[config.mk]
export PLATFORM = sky130hd
export DESIGN_NAME = uart_rx_cfg
export DESIGN_NICKNAME = d
export VERILOG_FILES = /design/src/rtl/uart_rx_cfg.sv
export SDC_FILE = /design/constraint.sdc
export NUM_CORES = 1
export LEC_CHECK = 0
export BUFFER_PORTS_ARGS = -buffer_cell sky130_fd_sc_hd__buf_2
export CAP_MARGIN = 20
export CORE_AREA = 2 2 79 81
export DETAILED_ROUTE_END_ITERATION = 10
export DIE_AREA = 0 0 81 83
export PLACE_DENSITY_LB_ADDON = 0.15
export REMOVE_ABC_BUFFERS = 1
export SLEW_MARGIN = 30
export SYNTH_ARGS = -nofsm -noshare
export SYNTH_HDL_FRONTEND = slang
export SYNTH_SLANG_ARGS = --single-unit
[constraint.sdc]
create_clock -name clk -period 2.55 [get_ports clk]
set_input_delay 0.51 -clock clk [delete_from_list [all_inputs] [get_ports clk]]
set_output_delay 0.51 -clock clk [all_outputs]
set_load 0.05 [all_outputs]
[src/rtl/uart_rx_cfg.sv]
// Configurable UART receiver with a 3-sample mid-bit majority vote.
// Frames go out on valid/ready with parity, framing and break flags.
module uart_rx_cfg #(
  parameter int F         = 8000000,
  parameter int BAUD      = 115200,
  parameter int DATA_BITS = 8,
  parameter int PARITY    = 0,
  parameter int STOP_BITS = 1
) (
  input  logic                 clk,
  input  logic                 reset,
  input  logic                 rx,
  output logic [DATA_BITS-1:0] rx_data,
  output logic                 rx_valid,
  input  logic                 rx_ready,
  output logic                 rx_perr,
  output logic                 rx_ferr,
  output logic                 rx_break,
  output logic                 overrun,
  input  logic                 clr_overrun,
  output logic                 busy
);

  localparam int MOD = (F + BAUD / 2) / BAUD;
  localparam int CW  = $clog2(MOD);
  localparam int BW  = $clog2(DATA_BITS + 1);

  localparam logic [CW-1:0] S0   = CW'(MOD / 2 - 1);
  localparam logic [CW-1:0] S1   = CW'(MOD / 2);
  localparam logic [CW-1:0] DP   = CW'(MOD / 2 + 1);
  localparam logic [CW-1:0] WRAP = CW'(MOD - 1);

  localparam logic [BW-1:0] LAST_D = BW'(DATA_BITS - 1);
  localparam logic [BW-1:0] LAST_S = BW'(STOP_BITS - 1);

  typedef enum logic [2:0] {
    WAIT_IDLE,
    IDLE,
    START,
    DATA,
    PAR,
    STOP
  } state_t;

  state_t state;
  state_t state_nx;

  logic                 rx_s1;
  logic                 rs;
  logic [CW-1:0]        ctr;
  logic                 v0;
  logic                 v1;
  logic [BW-1:0]        bcnt;
  logic [DATA_BITS-1:0] shreg;
  logic                 pbit;
  logic                 ferr_q;

  logic dp;
  logic maj;
  logic done;
  logic ferr_now;
  logic perr_c;
  logic brk_c;
  logic idle_cur;
  logic idle_nx;

  always_comb begin
    dp       = (ctr == DP);
    maj      = (v0 & v1) | (v0 & rs) | (v1 & rs);
    ferr_now = ferr_q | ~maj;
    done     = 1'b0;
    state_nx = state;
    unique case (state)
      WAIT_IDLE: if (rs) state_nx = IDLE;
      IDLE:      if (!rs) state_nx = START;
      START:     if (dp) state_nx = maj ? IDLE : DATA;
      DATA: begin
        if (dp && bcnt == LAST_D)
          state_nx = (PARITY != 0) ? PAR : STOP;
      end
      PAR:       if (dp) state_nx = STOP;
      STOP: begin
        if (dp && bcnt == LAST_S) begin
          done     = 1'b1;
          state_nx = ferr_now ? WAIT_IDLE : IDLE;
        end
      end
      default:   state_nx = WAIT_IDLE;
    endcase
  end

  always_comb begin
    idle_cur = (state == IDLE) || (state == WAIT_IDLE);
    idle_nx  = (state_nx == IDLE) || (state_nx == WAIT_IDLE);
    busy     = ~idle_cur;
    if (PARITY == 0)
      perr_c = 1'b0;
    else
      perr_c = (^shreg ^ pbit) ^ (PARITY == 1);
    brk_c = ferr_now & ~(|shreg) & ~pbit;
  end

  always_ff @(posedge clk) begin
    if (reset) begin
      rx_s1  <= 1'b1;
      rs     <= 1'b1;
      state  <= WAIT_IDLE;
      ctr    <= '0;
      v0     <= 1'b1;
      v1     <= 1'b1;
      bcnt   <= '0;
      shreg  <= '0;
      pbit   <= 1'b0;
      ferr_q <= 1'b0;
    end else begin
      rx_s1 <= rx;
      rs    <= rx_s1;
      state <= state_nx;
      if (idle_cur || idle_nx)
        ctr <= '0;
      else if (ctr == WRAP)
        ctr <= '0;
      else
        ctr <= ctr + 1'b1;
      if (ctr == S0) v0 <= rs;
      if (ctr == S1) v1 <= rs;
      if (state == IDLE) begin
        bcnt   <= '0;
        pbit   <= 1'b0;
        ferr_q <= 1'b0;
      end
      if (dp) begin
        unique case (state)
          DATA: begin
            shreg <= {maj, shreg[DATA_BITS-1:1]};
            bcnt  <= (bcnt == LAST_D) ? '0 : bcnt + 1'b1;
          end
          PAR: pbit <= maj;
          STOP: begin
            ferr_q <= ferr_now;
            bcnt   <= bcnt + 1'b1;
          end
          default: ;
        endcase
      end
    end
  end

  // A finished frame loads only into a free or simultaneously drained slot.
  always_ff @(posedge clk) begin
    if (reset) begin
      rx_valid <= 1'b0;
      rx_data  <= '0;
      rx_perr  <= 1'b0;
      rx_ferr  <= 1'b0;
      rx_break <= 1'b0;
      overrun  <= 1'b0;
    end else begin
      if (done && (!rx_valid || rx_ready)) begin
        rx_valid <= 1'b1;
        rx_data  <= shreg;
        rx_perr  <= perr_c;
        rx_ferr  <= ferr_now;
        rx_break <= brk_c;
      end else if (rx_valid && rx_ready) begin
        rx_valid <= 1'b0;
      end
      if (done && rx_valid && !rx_ready)
        overrun <= 1'b1;
      else if (clr_overrun)
        overrun <= 1'b0;
    end
  end

endmodule

==> results.yml, run 1 <==
grt:
  grt_use_total: 0.136
  grt_pass1_vias: 1421
  antenna_violations_before_repair: 0
  grt_pass1_wl_mm: 7.19
  residual_overflow_from_global_routing: 0
  maximum_number_of_pins_on_one_net_before_global_route_repair: 21
min_path:
  worst_hold_path_type: "input pin to flip-flop"
clock_tree:
  cts_sinks: 40
  maximum_count_of_clock_buffers_along_a_single_path: 2
  clock_latency_ps: 300
  postCtsHoldBufs: 0
  tritoncts: "done"
  ctsResizeCount: 0
  clock-root-buffer: "clkbuf_8"
  cts-htree-levels: 2
  clk_transition_reported_paths_ps: 90
  post_cts_buffers: 0
  cts-buffers-inserted: 5
final_layout:
  insertedDiodeCount: 0
  share_of_final_layout_standard_cells_stronger_than_drive_strength_1: 0.176
  nNetsFinal: 243
  finalNonFillerCells: 308
  areaGrowthSynthToFinish_pct: 13.8
drt:
  wirelength_met1_mm: 2.24
  detailedRoute.firstIterationViolations: 116
  route.detailed.wl_per_inst_um: 14.2
  met2_length_mm: 1.98
  routed_wire_length_mm: 4.38
  top_layer: "met4"
  drc: 0
  drt_first_pass_iters: 4
  detail_route.vias_per_cell: 5.07
  routed_via_count: 1561
  route.met3.wl_um: 110
  drt.antenna.violating_nets: 0
yosys:
  synth_largest_type_area_fraction: 0.413
  synth-xor-area-share: 0.0271
  synth-edff-count: 0
  yosysSeqAreaShare: 0.413
  netlist_top_cells_count: "dfxtp_1 (40), nand3_1 (20), nor2_1 (19)"
  synth_compound_gate_area_share: 0.147
  synthesis.area_um2: 1940
  synth_adder_area_share: 0.0446
  ys_seq_elements: 40
  synth_most_common_cell: "dfxtp_1"
  combinational_family_with_the_most_area_after_synthesis: "simple AND/OR/NAND/NOR gates"
  synth.lib_cells_used.distinct: 46
  post_synth_mux_area_share: 0.0568
  postSynth.asyncResetShare: 0
  yosys_warnings: 0
  synth_top_flop_cell: "dfxtp_1"
  syn-instance-count: 216
  postSynthAreaPerCell_um2: 8.97
  synthSimpleGateAreaFrac: 0.264
  synth_top_cells_by_area: "dfxtp_1 (41%), mux2i_1 (5.7%), nand3_1 (5.2%)"
  synthDominantAreaCellType: "dfxtp_1"
power:
  power.share.clock: 0.440
  power_leakage_nw: 0.834
  power.density_cell_area_nw_per_um2: 556
  ir_drop_uv: 203
  pwr-share-comb: 0.041
  seq_power_share: 0.519
  net-switching-power_mw: 0.287
  cell_internal_pwr_mw: 0.940
  power.switching_fraction: 0.234
floorplan:
  rows: 28
  die_h_um: 83
  die_area_um2: 6720
  core_area_um2: 5820
  die-width_um: 81
  initial_core_util: 0.333
  ios: 19
sta:
  max_slew_headroom: 0.530
  timing_hold_violations_final: 0
  achievable_clock_frequency_ghz: 0.508
  total_count_of_max_transition_violations_in_the_final_report: 0
  totalNegativeSetupSlack_ps: 0
  fin_crit_ps: 1970
  grt_setup_unrepaired: "no"
  worstMarginPinSlew_ps: 703
  endpoints_failing_setup: 0
  worst_hold_slack_ps: 388
  min_period_over_period: 0.773
  layout_skew_ps: 8.28
place:
  post-place-cells: 300
  detailed_place_hpwl_mm: 2.97
  buffer_ports.inserted: 17
  gp_routability_congestion: 0.766
job:
  cap_violations: 0
critical_path:
  worstPathArrival_ps: 2170
  crit_required_ps: 2750
  worstPathMaxFanout: 8
  cp-end-kind: "flip-flop"
  worstSetupPathType: "flip-flop to flip-flop"
  startpoint_type: "flip-flop"
status:
  outcome: "completed"
## kinds of logic after synthesis
group / count (synthesis)
other: 1
DFF: 40
muxes: 11
buffers and inverters: 20
xor gates and xnor gates: 6
AOI/OAI and AO/OA: 47
adders and majority gates: 7
and+or+nand+nor: 84
## worst max-delay path, stage by stage, from the launching register on
cell,delay [ps]
dfxtp_1,410
ha_1,260
or3b_4,450
nor3_4,450
mux2i_1,250
nor2_1,50
## final cells by class
type | instances | area, µm²
fillers | 639 | 3610
flip-flops and latches | 40 | 801
clock buffers | 5 | 68.8
well taps | 75 | 93.8
inverters | 8 | 30.0
clock inverters | 3 | 47.5
repair buffers | 21 | 115
multi-input cells | 156 | 1050
## metrics by stage
step	power, mW	utilization	setup WS, ps	cell area, µm²
floorplan	0.677	-	792	1880
global placement	0.702	0.359	609	2090
detailed placement	0.702	0.359	571	2090
CTS	1.25	0.379	572	2200
global route	1.27	0.379	381	2200
finish	1.23	0.379	580	2200
## routing by layer
metal,vias up,global-route usage
met2,15,0.201
li1,799,-
met4,0,0.0508
met1,741,0.190
met5,-,0
met3,6,0.0359
## registers in the layout, summed over array words and instances (netlist names), 3 cells and up
register  count
rx_data       8
shreg         8
ctr           7
state         3
bcnt          4
## final timing paths
| path | start | to | slack (ps) | cells after the start |
|---|---|---|---|---|
| hold reg to reg | rx_s1 | rs | 410 | 1 |
| setup reg to reg | ctr[0] | shreg[5] | 580 | 5 |
| hold / removal | rx | rx_s1 | 390 | 2 |
| setup / recovery | ctr[0] | shreg[5] | 580 | 5 |
## power groups by stage
| stage | Clock [mW] | Sequential, mW | Combinational [mW] |
|---|---|---|---|
| floorplan | 0 | 0.648 | 0.0291 |
| global placement | 0 | 0.651 | 0.0510 |
| detailed placement | 0 | 0.651 | 0.0508 |
| CTS | 0.565 | 0.636 | 0.0509 |
| global route | 0.581 | 0.637 | 0.0548 |
| finish | 0.539 | 0.636 | 0.0506 |
## cells in the final DEF, fill, tap and decap left out, types with 5 or more instances in the layout
master,count
nor2_1,19
nand2_1,6
ha_1,6
nand3_1,20
dfxtp_1,40
buf_2,17
nand2b_1,8
o21ai_0,15
mux2i_1,11
clkbuf_8,5
inv_1,8
a21oi_1,17
a211oi_1,6
(Power assumes the default switching activity.)
==> inputs of run 2 (changes only) <==
clock period = 1.9 ns   (was 2.55 ns; I/O delays follow)
==> results.yml, run 2 (synthesis gave the netlist of run 1 again) <==
sta:
  layout_skew_ps: 8.22
  final.setup.worst_slack_ps: 103
  fin_crit_ps: 1800
  endpoints_failing_setup: 0
  total_count_of_max_transition_violations_in_the_final_report: 0
  grt_setup_unrepaired: "no"
  achievable_clock_frequency_ghz: 0.556
  totalNegativeSetupSlack_ps: 0
  min_period_over_period: 0.946
  timing_hold_violations_final: 0
power:
  ir_drop_uv: 361
  pwr-share-comb: 0.048
  power.share.clock: 0.434
  seq_power_share: 0.518
  net-switching-power_mw: 0.374
  post-layout-total-power_mw: 1.64
  cell_internal_pwr_mw: 1.27
  power_leakage_nw: 0.901
  power.density_cell_area_nw_per_um2: 708
  power.switching_fraction: 0.228
floorplan:
  ios: 19
  core_area_um2: 5820
  die_h_um: 83
  die-width_um: 81
  initial_core_util: 0.333
  rows: 28
  die_area_um2: 6720
drt:
  drt_first_pass_iters: 4
  drc: 0
  route.detailed.wl_per_inst_um: 13.6
  routed_via_count: 1593
  detail_route.vias_per_cell: 5.03
  detailedRoute.firstIterationViolations: 105
  drt.antenna.violating_nets: 0
  routed_wire_length_mm: 4.31
critical_path:
  startpoint_type: "flip-flop"
  setup_crit_start: "ctr[0]"
  critical_path.top_delay_family: "simple AND/OR/NAND/NOR gates"
  path_depth: 5
  worst_r2r_startpoint: "ctr[0]"
  critical-path-max-stage-delay_ps: 450
  logic_depth_of_the_worst_register_to_register_path: 5
  cp_cell_sequence: "ha_2 > or3b_4 > nor4b_4 > a21oi_4 > a2111oi_2"
  worstPathArrival_ps: 1990
  crit_required_ps: 2100
  r2r_end: "ctr[4]"
  worst-r2r-setup-slack_ps: 100
  worstSetupPathType: "flip-flop to flip-flop"
  crit_buf_inv: 0
  cpMaxStageDelayCell: "or3b_4"
  critical_path.endpoint: "ctr[4]"
  worstPathMaxFanout: 8
  cp-end-kind: "flip-flop"
final_layout:
  areaGrowthSynthToFinish_pct: 19.5
  insertedDiodeCount: 0
  final_cell_mix: "dfxtp_1 (40), nand3_1 (20), nor2_1 (19)"
  largest_registers: "rx_data: 8 flops, shreg: 8 flops, ctr: 7 flops"
  finalNonFillerCells: 317
  share_of_final_layout_standard_cells_stronger_than_drive_strength_1: 0.211
  most_common_cell_after_layout_fill_and_taps_aside: "dfxtp_1"
  nNetsFinal: 252
  fill_count: 628
grt:
  grt_pass1_vias: 1513
  maximum_number_of_pins_on_one_net_before_global_route_repair: 34
  residual_overflow_from_global_routing: 0
  antenna_violations_before_repair: 0
  grt_use_total: 0.141
  grt_pass1_wl_mm: 7.54
place:
  place_ws_ps: 97.5
  buffer_ports.inserted: 17
  post-place-cells: 309
  detailed_place_hpwl_mm: 3.06
  gp_routability_congestion: 0.748
job:
  cap_violations: 0
clock_tree:
  maximum_count_of_clock_buffers_along_a_single_path: 2
  tritoncts: "done"
  clock-root-buffer: "clkbuf_8"
  cts-buffers-inserted: 5
  post_cts_buffers: 0
  clock_latency_ps: 290
  clk_transition_reported_paths_ps: 80
  cts_sinks: 40
  cts-htree-levels: 2
status:
  outcome: "completed"
min_path:
  worst_hold_path_type: "input pin to flip-flop"
==> run 2: cell count changes in the layout (fill, tap and decap cells not counted), sizes merged <==
cell	change
buf	+9
inv	+1
clkinv	-2
clkinvlp	+1
==> run 2: cell type report <==
type                    instances  area, µm²  share of cell area
inverters                       8       30.0              0.0130
multi-input cells             156       1070               0.461
flip-flops and latches         40        801               0.346
clock inverters                 3       46.3              0.0200
well taps                      75       93.8              0.0405
clock buffers                   5       68.8              0.0297
repair buffers                 30        208              0.0897
==> run 2: worst min path at each step <==
stage | startpoint | end | slack, ps | cells after the start
2_1_floorplan | rx_s1 | rs | 390 | 1
3_3_place_gp | rx_s1 | rs | 390 | 1
3_5_place_dp | rx_s1 | rs | 390 | 1
4_1_cts | rx | rx_s1 | 260 | 2
5_1_grt | rx | rx_s1 | 270 | 2
6_report | rx | rx_s1 | 270 | 2
==> run 2: metal layers <==
metal / vias to the layer above / wire [µm] / GRT usage
met5: - / 0 / 0
met4: 0 / 45 / 0.0416
met3: 5 / 93 / 0.0261
met2: 14 / 1900 / 0.196
met1: 757 / 2270 / 0.217
li1: 817 / - / -
==> run 2: metrics by stage <==
step           hold WS, ps  utilization  area [µm²]
6_report               272        0.398        2310
2_1_floorplan          389            -        1880
5_1_grt                275        0.398        2310
4_1_cts                262        0.395        2300
3_5_place_dp           394        0.375        2180
3_3_place_gp           391        0.375        2180
==> run 2: worst reg2reg max path, cell delays in order (launching register included) <==
cell and delay, ps:
dfxtp_1 340, ha_2 230, or3b_4 450, nor4b_4 290, a21oi_4 110, a2111oi_2 300
==> run 2: power by group through the flow <==
stage	Combinational, mW	Clock (mW)	Sequential, mW
after floorplan	0.0391	0	0.870
after global placement	0.0786	0	0.869
after detailed placement	0.0783	0	0.869
after CTS	0.0781	0.742	0.849
after global routing	0.0863	0.770	0.850
final	0.0781	0.712	0.849
==> run 2: repair_timing <==
action	CTS	global route
setup endpoints to repair	0	3
hold buffers	0	0
gates resized for setup	0	3
